--- src/rtl/hilo_muldiv_ctrl_pkg.sv ---
// rtl/hilo_muldiv_ctrl_pkg.sv - op codes, FSM states and op decode helpers for hilo_muldiv_ctrl
package hilo_muldiv_ctrl_pkg;

    localparam logic [1:0] MD_OP_MULT  = 2'b00;
    localparam logic [1:0] MD_OP_MULTU = 2'b01;
    localparam logic [1:0] MD_OP_DIV   = 2'b10;
    localparam logic [1:0] MD_OP_DIVU  = 2'b11;

    typedef enum logic [1:0] {
        MD_IDLE = 2'd0,
        MD_MUL  = 2'd1,
        MD_DIV  = 2'd2,
        MD_DONE = 2'd3
    } md_state_e;

    function automatic logic md_is_div(input logic [1:0] op);
        return op[1];
    endfunction

    function automatic logic md_is_signed(input logic [1:0] op);
        return ~op[0];
    endfunction

endpackage

--- src/rtl/hilo_muldiv_ctrl_div_core.sv ---
// rtl/hilo_muldiv_ctrl_div_core.sv - restoring divider datapath, one quotient bit per step
module hilo_muldiv_ctrl_div_core #(
    parameter int WIDTH = 32
) (
    input  logic             clk,
    input  logic             rst,
    input  logic             load,
    input  logic             step,
    input  logic [WIDTH-1:0] dividend,
    input  logic [WIDTH-1:0] divisor,
    output logic [WIDTH-1:0] quotient,
    output logic [WIDTH-1:0] remainder
);

    logic [WIDTH-1:0] rem_q, quo_q, dvs_q;
    logic [WIDTH:0]   shifted, diff;

    // Partial remainder stays below the divisor, so one extra bit holds the shifted value.
    assign shifted = {rem_q, quo_q[WIDTH-1]};
    assign diff    = shifted - {1'b0, dvs_q};

    always_ff @(posedge clk or posedge rst) begin
        if (rst) begin
            rem_q <= '0;
            quo_q <= '0;
            dvs_q <= '0;
        end else if (load) begin
            rem_q <= '0;
            quo_q <= dividend;
            dvs_q <= divisor;
        end else if (step) begin
            if (!diff[WIDTH]) begin
                rem_q <= diff[WIDTH-1:0];
                quo_q <= {quo_q[WIDTH-2:0], 1'b1};
            end else begin
                rem_q <= shifted[WIDTH-1:0];
                quo_q <= {quo_q[WIDTH-2:0], 1'b0};
            end
        end
    end

    assign quotient  = quo_q;
    assign remainder = rem_q;

endmodule

--- src/rtl/hilo_muldiv_ctrl.sv ---
// rtl/hilo_muldiv_ctrl.sv - HI/LO MULT/DIV sequencer; MUL_ITERATIVE_EN selects shift-add multiply
module hilo_muldiv_ctrl
    import hilo_muldiv_ctrl_pkg::*;
#(
    parameter int WIDTH = 32,
    parameter int CNT_W = 6
) (
    input  logic             clk,
    input  logic             rst,
    input  logic             start,
    input  logic [1:0]       op,
    input  logic [WIDTH-1:0] src_a,
    input  logic [WIDTH-1:0] src_b,
    input  logic             flush,
    output logic             stall_req,
    output logic             busy,
    output logic             hi_we,
    output logic             lo_we,
    output logic [WIDTH-1:0] hi_o,
    output logic [WIDTH-1:0] lo_o
);

    md_state_e        state_q, state_d;
    logic [CNT_W-1:0] cnt_q, cnt_d;
    logic [WIDTH-1:0] a_mag_q, a_mag_d, b_mag_q, b_mag_d;
    logic [WIDTH-1:0] res_hi_q, res_hi_d, res_lo_q, res_lo_d;
    logic             neg_q_q, neg_q_d, neg_r_q, neg_r_d;
    logic             from_core_q, from_core_d;

    logic             sign_a, sign_b;
    logic [WIDTH-1:0] a_mag, b_mag;
    logic             core_load, core_step;
    logic [WIDTH-1:0] core_quo, core_rem, q_fix, r_fix;
    logic [2*WIDTH-1:0] prod_next, prod_fix;

    assign sign_a = md_is_signed(op) & src_a[WIDTH-1];
    assign sign_b = md_is_signed(op) & src_b[WIDTH-1];
    assign a_mag  = sign_a ? -src_a : src_a;
    assign b_mag  = sign_b ? -src_b : src_b;

    hilo_muldiv_ctrl_div_core #(.WIDTH(WIDTH)) u_div_core (
        .clk       (clk),
        .rst       (rst),
        .load      (core_load),
        .step      (core_step),
        .dividend  (a_mag),
        .divisor   (b_mag),
        .quotient  (core_quo),
        .remainder (core_rem)
    );

    // Quotient negates on differing signs; remainder follows the dividend's sign.
    assign q_fix = neg_q_q ? -core_quo : core_quo;
    assign r_fix = neg_r_q ? -core_rem : core_rem;

`ifdef MUL_ITERATIVE_EN
    logic [2*WIDTH-1:0] prod_q, prod_d;

    assign prod_next = prod_q + (b_mag_q[0] ? ({{WIDTH{1'b0}}, a_mag_q} << cnt_q) : '0);

    always_ff @(posedge clk or posedge rst) begin
        if (rst) prod_q <= '0;
        else     prod_q <= prod_d;
    end
`else
    assign prod_next = {{WIDTH{1'b0}}, a_mag_q} * {{WIDTH{1'b0}}, b_mag_q};
`endif

    assign prod_fix = neg_q_q ? -prod_next : prod_next;

    always_comb begin
        state_d     = state_q;
        cnt_d       = cnt_q;
        a_mag_d     = a_mag_q;
        b_mag_d     = b_mag_q;
        res_hi_d    = res_hi_q;
        res_lo_d    = res_lo_q;
        neg_q_d     = neg_q_q;
        neg_r_d     = neg_r_q;
        from_core_d = from_core_q;
        core_load   = 1'b0;
        core_step   = 1'b0;
        stall_req   = 1'b0;
        hi_we       = 1'b0;
        lo_we       = 1'b0;
        hi_o        = '0;
        lo_o        = '0;
`ifdef MUL_ITERATIVE_EN
        prod_d      = prod_q;
`endif
        case (state_q)
            MD_IDLE: begin
                if (start && !flush) begin
                    stall_req = 1'b1;
                    cnt_d     = '0;
                    a_mag_d   = a_mag;
                    b_mag_d   = b_mag;
                    neg_q_d   = sign_a ^ sign_b;
                    neg_r_d   = sign_a;
                    if (md_is_div(op)) begin
                        if (src_b == '0) begin
                            res_hi_d    = src_a;
                            res_lo_d    = '1;
                            from_core_d = 1'b0;
                            state_d     = MD_DONE;
                        end else begin
                            core_load   = 1'b1;
                            from_core_d = 1'b1;
                            state_d     = MD_DIV;
                        end
                    end else begin
                        from_core_d = 1'b0;
`ifdef MUL_ITERATIVE_EN
                        prod_d      = '0;
`endif
                        state_d     = MD_MUL;
                    end
                end
            end
            MD_MUL: begin
                stall_req = 1'b1;
                if (flush) begin
                    cnt_d   = '0;
                    state_d = MD_IDLE;
                end else begin
`ifdef MUL_ITERATIVE_EN
                    prod_d  = prod_next;
                    b_mag_d = b_mag_q >> 1;
                    cnt_d   = cnt_q + 1'b1;
                    if (cnt_q == CNT_W'(WIDTH-1)) begin
                        {res_hi_d, res_lo_d} = prod_fix;
                        cnt_d   = '0;
                        state_d = MD_DONE;
                    end
`else
                    {res_hi_d, res_lo_d} = prod_fix;
                    state_d = MD_DONE;
`endif
                end
            end
            MD_DIV: begin
                stall_req = 1'b1;
                if (flush) begin
                    cnt_d   = '0;
                    state_d = MD_IDLE;
                end else begin
                    core_step = 1'b1;
                    cnt_d     = cnt_q + 1'b1;
                    if (cnt_q == CNT_W'(WIDTH-1)) begin
                        cnt_d   = '0;
                        state_d = MD_DONE;
                    end
                end
            end
            MD_DONE: begin
                state_d = MD_IDLE;
                if (!flush) begin
                    hi_we = 1'b1;
                    lo_we = 1'b1;
                    hi_o  = from_core_q ? r_fix : res_hi_q;
                    lo_o  = from_core_q ? q_fix : res_lo_q;
                end
            end
            default: state_d = MD_IDLE;
        endcase
    end

    always_ff @(posedge clk or posedge rst) begin
        if (rst) begin
            state_q     <= MD_IDLE;
            cnt_q       <= '0;
            a_mag_q     <= '0;
            b_mag_q     <= '0;
            res_hi_q    <= '0;
            res_lo_q    <= '0;
            neg_q_q     <= 1'b0;
            neg_r_q     <= 1'b0;
            from_core_q <= 1'b0;
        end else begin
            state_q     <= state_d;
            cnt_q       <= cnt_d;
            a_mag_q     <= a_mag_d;
            b_mag_q     <= b_mag_d;
            res_hi_q    <= res_hi_d;
            res_lo_q    <= res_lo_d;
            neg_q_q     <= neg_q_d;
            neg_r_q     <= neg_r_d;
            from_core_q <= from_core_d;
        end
    end

    assign busy = (state_q != MD_IDLE);

endmodule
--- config.mk ---
export PLATFORM = sky130hd
export DESIGN_NAME = hilo_muldiv_ctrl
export DESIGN_NICKNAME = d
export VERILOG_FILES = /design/src/rtl/hilo_muldiv_ctrl_pkg.sv /design/src/rtl/hilo_muldiv_ctrl_div_core.sv /design/src/rtl/hilo_muldiv_ctrl.sv
export SDC_FILE = /design/constraint.sdc
export NUM_CORES = 2
export LEC_CHECK = 0
export BUFFER_PORTS_ARGS = -buffer_cell sky130_fd_sc_hd__buf_2
export CAP_MARGIN = 20
export CORE_UTILIZATION = 45
export DETAILED_ROUTE_END_ITERATION = 6
export PLACE_DENSITY_LB_ADDON = 0.1
export SYNTH_ARGS = -nofsm -noshare
export SYNTH_HDL_FRONTEND = slang
export SYNTH_SLANG_ARGS = --single-unit
--- constraint.sdc ---
create_clock -name clk -period 13 [get_ports clk]
set_clock_uncertainty 0.15 [all_clocks]
set_input_delay 0.65 -clock clk [delete_from_list [all_inputs] [get_ports clk]]
set_output_delay 0.65 -clock clk [all_outputs]
set_load 0.01 [all_outputs]
Word-level counts from Yosys, hierarchy flattened
Index checks and enable logic that the tools add are counted.

storage, ports and cells
  bits in registers = 235
  input bits = 70
  output and inout port bits = 68
  word-level logic and storage cells = 95

operators by class
  $add $sub $neg = 7
  multipliers = 1
  equality and inequality tests = 10
  multiplexer cells = 48
  bitwise gates (word level) = 4
  reductions and logical operators = 13

operators with widths
  cell                 number
  $mux 32              23
  $neg 32->32          4
  $pmux 32 s2          2
  $mul 32x32->64       1
  $mux 64              1
  $neg 64->64          1
  $sub 33x32->33       1
  $logic_not 32->1     1
  $mux 6               4
  $pmux 6 s3           1
  $mux 1               10
  $mux 2               5
  $ne 2x2->1 const B   5
  $pmux 2 s4           1
  $add 6x1->6 const B  1
  $eq 6x5->1 const B   1
  $reduce_bool 2->1    3
  $reduce_and 5->1     1
  $eq 2x2->1 const B   2
  $reduce_and 2->1     2
  $ne 3x3->1 const B   1
  $reduce_and 3->1     1
  $reduce_bool 3->1    1
  $and 1x1->1          2
  other kinds (8)      8

Depth between registers and ports, before layout
  depth in word-level cells = 6
  depth in mapped cells = 31
  gate-level depth less buffers = 28

Modules after synthesis
Synthesis repeated with hierarchy kept, for this count alone.

second synthesis, totals
  cell total of the unflattened synthesis = 5818
  area, all modules = 50815.0 µm²

by module, submodules not included
  module                     times used  cells each  area each (µm²)  seq. area each (µm²)
  hilo_muldiv_ctrl           1           5158        44858.0          3478.3
  hilo_muldiv_ctrl_div_core  1           660         5957.0           2402.3

Worst setup path after synthesis
Ideal clock, no wire load.

  path kind = reg-to-reg
  start point = reg b_mag_q[2]
  end point = reg res_hi_q[28]
  library setup time = 126 ps
  arrival time = 8491 ps
  data required time = 12724 ps
  slack = 4233 ps
  cell stages (with the launch flop) = 30
  buffers on the path = 3
  period minus slack after synthesis = 8767 ps
  cell sequence = dfrtp_1 -> clkbuf_1 -> and2_1 -> fa_1 -> inv_1 -> fa_1 -> fa_1 -> fa_1 -> inv_1 -> fa_1 -> inv_1 -> fa_1 -> inv_1 -> fa_1 -> fa_1 -> ha_1 -> buf_4 -> nand2_1 -> or4_4 -> or4_4 -> nor3_4 -> nor3_1 -> xnor2_1 -> nor4b_2 -> and4_1 -> clkbuf_1 -> nand4b_4 -> o41ai_1 -> xor2_1 -> a221o_1

on the way
  longest elaborated chain between the ends = 5

RTL lines
  item                      RTL line                 RTL
  start: declaration        hilo_muldiv_ctrl.sv:25   logic [WIDTH-1:0] a_mag_q, a_mag_d, b_mag_q, b_mag_d;
  start signal: assignment  hilo_muldiv_ctrl.sv:183  b_mag_q <= b_mag_d;
  $mul 32x32->64 *          hilo_muldiv_ctrl.sv:66   assign prod_next = {{WIDTH{1'b0}}, a_mag_q} * {{WIDTH{1'b0}}, b_mag_q};
  $neg 64->64               hilo_muldiv_ctrl.sv:69   assign prod_fix = neg_q_q ? -prod_next : prod_next;
  $mux 64 *                 hilo_muldiv_ctrl.sv:69
  $mux 32 *                 hilo_muldiv_ctrl.sv:122  if (flush) begin
  $pmux 32 s2 *             hilo_muldiv_ctrl.sv:91   case (state_q)
  end signal: assignment    hilo_muldiv_ctrl.sv:184  res_hi_q <= res_hi_d;
  end: declaration          hilo_muldiv_ctrl.sv:26   logic [WIDTH-1:0] res_hi_q, res_hi_d, res_lo_q, res_lo_d;

Mark *: on every way between the ends. The rest lies on a longest branch, timed or not. The select of a mux whose other input is x is not followed.
A chain may end at the register's enable or synchronous reset.

Final worst setup path
  start point = reg b_mag_q[17]
  end point = reg res_hi_q[27]

The elaborated chain is that of the path after synthesis.

==> qor.txt <==
Sum Neg Setup Slack = 0 ns
complex-gate fraction of the synthesized area = 10.56%
clk sinks = 235
DR vias = 39.61k
Commonest cells post-synth = 921 x inv_1, 897 x fa_1, 744 x nand2_1, 603 x and2_1, 314 x clkbuf_1
metal3 WL = 8.208 mm
Setup WS pre-CTS = 3.004 ns
Area contributors post-synth = fa_1 36%, dfrtp_1 12%, ha_1 7.6%
total CTS buffers = 30
largest net degree at the start of global routing = 123
area leader, netlist = fa_1
Slew HR = 23.01%
Layout area overhead = 5.921%
hold_ws = 0.09120 ns
Critical Path AT = 10.38 ns
Total GRT Usage = 29.43%
clk slew on worst S/H paths = 0.06 ns
RSZ-0062 raised after global routing = false
max-capacitance violation count = 0
Reg2Reg Capture Point = res_hi_q[27]
post-synthesis xor/xnor area fraction = 4.274%
final max-slew violation count = 0
DRC viols = 0
slowest stage delay, CP = 0.87 ns
CP Launch Type = flip-flop
post-detailed-routing wire length = 160.4 mm
fraction of layout cells with a size suffix above 1 = 6.431%
fin crit period = 10.06 ns
Net count, final = 6940
drt wl/cell = 22.36 um
Mean Syn Cell Area = 8.686 um2
final setup fails = 0
worst-margin pin slew = 1.139 ns
Worst path top cell family by delay = adder cells
final worst slack = 2.941 ns
Synth top area share = 35.92%
# IOs = 138
wire length on met2 = 77.07 mm
syn nets = 7028
area of the mapped netlist = 50000 um2
vias per cell = 5.523
Reg2Reg Depth = 25
post-synthesis mux area share = 0.9735%
Setup Buffers After CTS = 0
Primary FF master, synth = dfrtp_1
Die Area = 112400 um2
top layer in use = met4
first-pass GRT wire length = 252.9 mm
Req. time, crit path = 13.32 ns
outcome = finished clean
final worst path period share = 77.38%
hold buffers post-CTS = 0
Hold Fails Final Rpt = 0
R2R setup slack = 2.94 ns
reg2reg start = b_mag_q[17]
drt pass-1 iters = 6
M1 WL = 70.49 mm
WP buf/inv = 4
number of synthesized flops with an enable pin = 0
std cell rows = 121
Slowest-stage cell, CP = a2111oi_0
Initial Util = 45.68%
number of global-route vias before repair = 41.31k
post_cts resized = 0
placeable core region = 109500 um2
Critical Path Source = b_mag_q[17]
most used cell, CP = fa_1
Synth Register Bits = 235
Overflow after GRT = 0
Placer Congestion = 0.9334
DP Wirelength = 126.5 mm
DIE WIDTH = 335.3 um
clock root cell = clkbuf_16
post-synthesis cell count = 5756
number of H-tree levels = 1
post-synthesis simple-gate area fraction = 19.35%
post-synthesis sequential area ratio = 11.76%
Iter 0 DRT Violations = 2868
Die Y = 335.3 um
Clk Latency, worst-skew pair = 0.61 ns
top-count cell post-synth = inv_1
Max Freq = 99.41 MHz
count of input and output buffers = 137
adder-cell share of the synthesized area = 43.55%
CTS max path bufs = 3
CP Capture Type = flip-flop
Synth cell types = 102
antenna violations before repair = 12
TritonCTS clock tree = done
Tightest Hold Check Type = input port to async pin
crit path kind = flip-flop to flip-flop
Post-DRT Antenna Nets = 0
fraction of registers with async set/reset = 100.0%
critical path fanouts, max = 22
largest family of logic cells by synthesized area = adder cells
yosys warns = 0
==> layout make-up <==
cell class,instances,area [um2]
diodes,4,10.01
inverters,921,3465
well taps,1476,1847
clock inverters,13,165.2
fillers,10796,56500
flip-flops and latches,235,5897
clock buffers,42,845.8
multi-input cells,4262,39420
repair buffers,218,1311
==> how the worst max path moves through the flow <==
stage / slack (ns) / cells past startpoint / endpoint
after CTS: 2.93 / 25 / res_hi_q[27]
after global routing: 2.48 / 25 / res_hi_q[27]
final: 2.94 / 25 / res_hi_q[27]
after floorplan: 4.23 / 29 / res_hi_q[28]
after global placement: 3.21 / 26 / res_hi_q[27]
after detailed placement: 3.00 / 23 / res_hi_q[27]
==> metal layers <==
layer,global-route usage (%),vias to the layer above
li1,-,17850
met5,0,-
met1,41.07,20464
met4,7.996,0
met3,2.426,175
met2,49.06,1116
==> worst reg2reg max path, stage by stage (launching register included) <==
cell and delay [ns]:
dfrtp_2 0.68, and2_1 0.34, fa_1 0.54, inv_1 0.06, fa_1 0.53, inv_1 0.06, fa_1 0.50, inv_1 0.06
fa_1 0.55, inv_1 0.05, fa_1 0.50, fa_1 0.45, fa_1 0.60, fa_1 0.45, ha_1 0.41, a21oi_1 0.24
o21ai_0 0.29, a2111oi_0 0.87, a21boi_0 0.25, xnor2_1 0.35, nand4bb_1 0.37, nor4_4 0.48, nand3_1 0.37, o31ai_1 0.36
xor2_1 0.11, a221o_1 0.32
==> per-stage QoR <==
stage / cell area [um2] / util [%] / std cells
after floorplan: 50000 / - / 5756
after global placement: 51920 / 47.44 / 7111
after detailed placement: 51920 / 47.44 / 7111
after CTS: 52930 / 48.36 / 7166
after global routing: 52950 / 48.37 / 7167
final: 52960 / 48.38 / 7171
==> cell usage in the layout (no fill, tap or decap), types with 7 or more instances in the layout <==
master	Yosys	layout
buf_2	16	137
buf_4	2	79
o211ai_1	16	16
inv_1	921	920
o41ai_1	16	16
xnor2_1	115	115
o21a_1	20	20
o21ai_0	245	245
or3_1	35	35
nand2b_1	18	18
nand2_1	744	743
nor3_1	53	53
o31ai_1	43	43
o21ai_1	14	14
clkbuf_16	0	30
nand4_1	31	31
a21oi_1	231	231
a31oi_1	17	17
nor4_1	17	17
ha_1	305	305
nor2b_1	12	11
a211oi_1	92	92
dfrtp_2	0	10
o21bai_1	10	10
clkbuf_1	314	7
a21o_1	42	42
xor2_1	129	128
fa_1	897	897
or4_1	15	15
or2_2	21	20
dfrtp_1	235	224
o31a_1	8	8
and2_1	603	603
nand3_1	47	46
mux2i_1	25	25
mux2_2	21	21
o22ai_1	7	7
and3_1	45	45
nor2_1	246	243
==> cell families after synthesis <==
kind of cell             after synthesis
buffers and inverters               1259
adder cells (fa/ha/maj)             1202
AO/OA/AOI/OAI                        841
flip-flops                           235
AND/OR/NAND/NOR                     1929
multiplexers                          46
XOR/XNOR                             244
==> sequential cells by signal, indices dropped and copies added (netlist names) <==
name                  flops
cnt_q                     6
res_lo_q                 32
neg_r_q                   1
u_div_core.dvs_q         32
res_hi_q                 32
b_mag_q                  32
u_div_core.remainder     32
neg_q_q                   1
from_core_q               1
a_mag_q                  32
u_div_core.quotient      32
state_q                   2
Power is left out: the tool's default activity adds up to more than one toggle a clock period on the data nets, which glitch-free logic cannot reach.
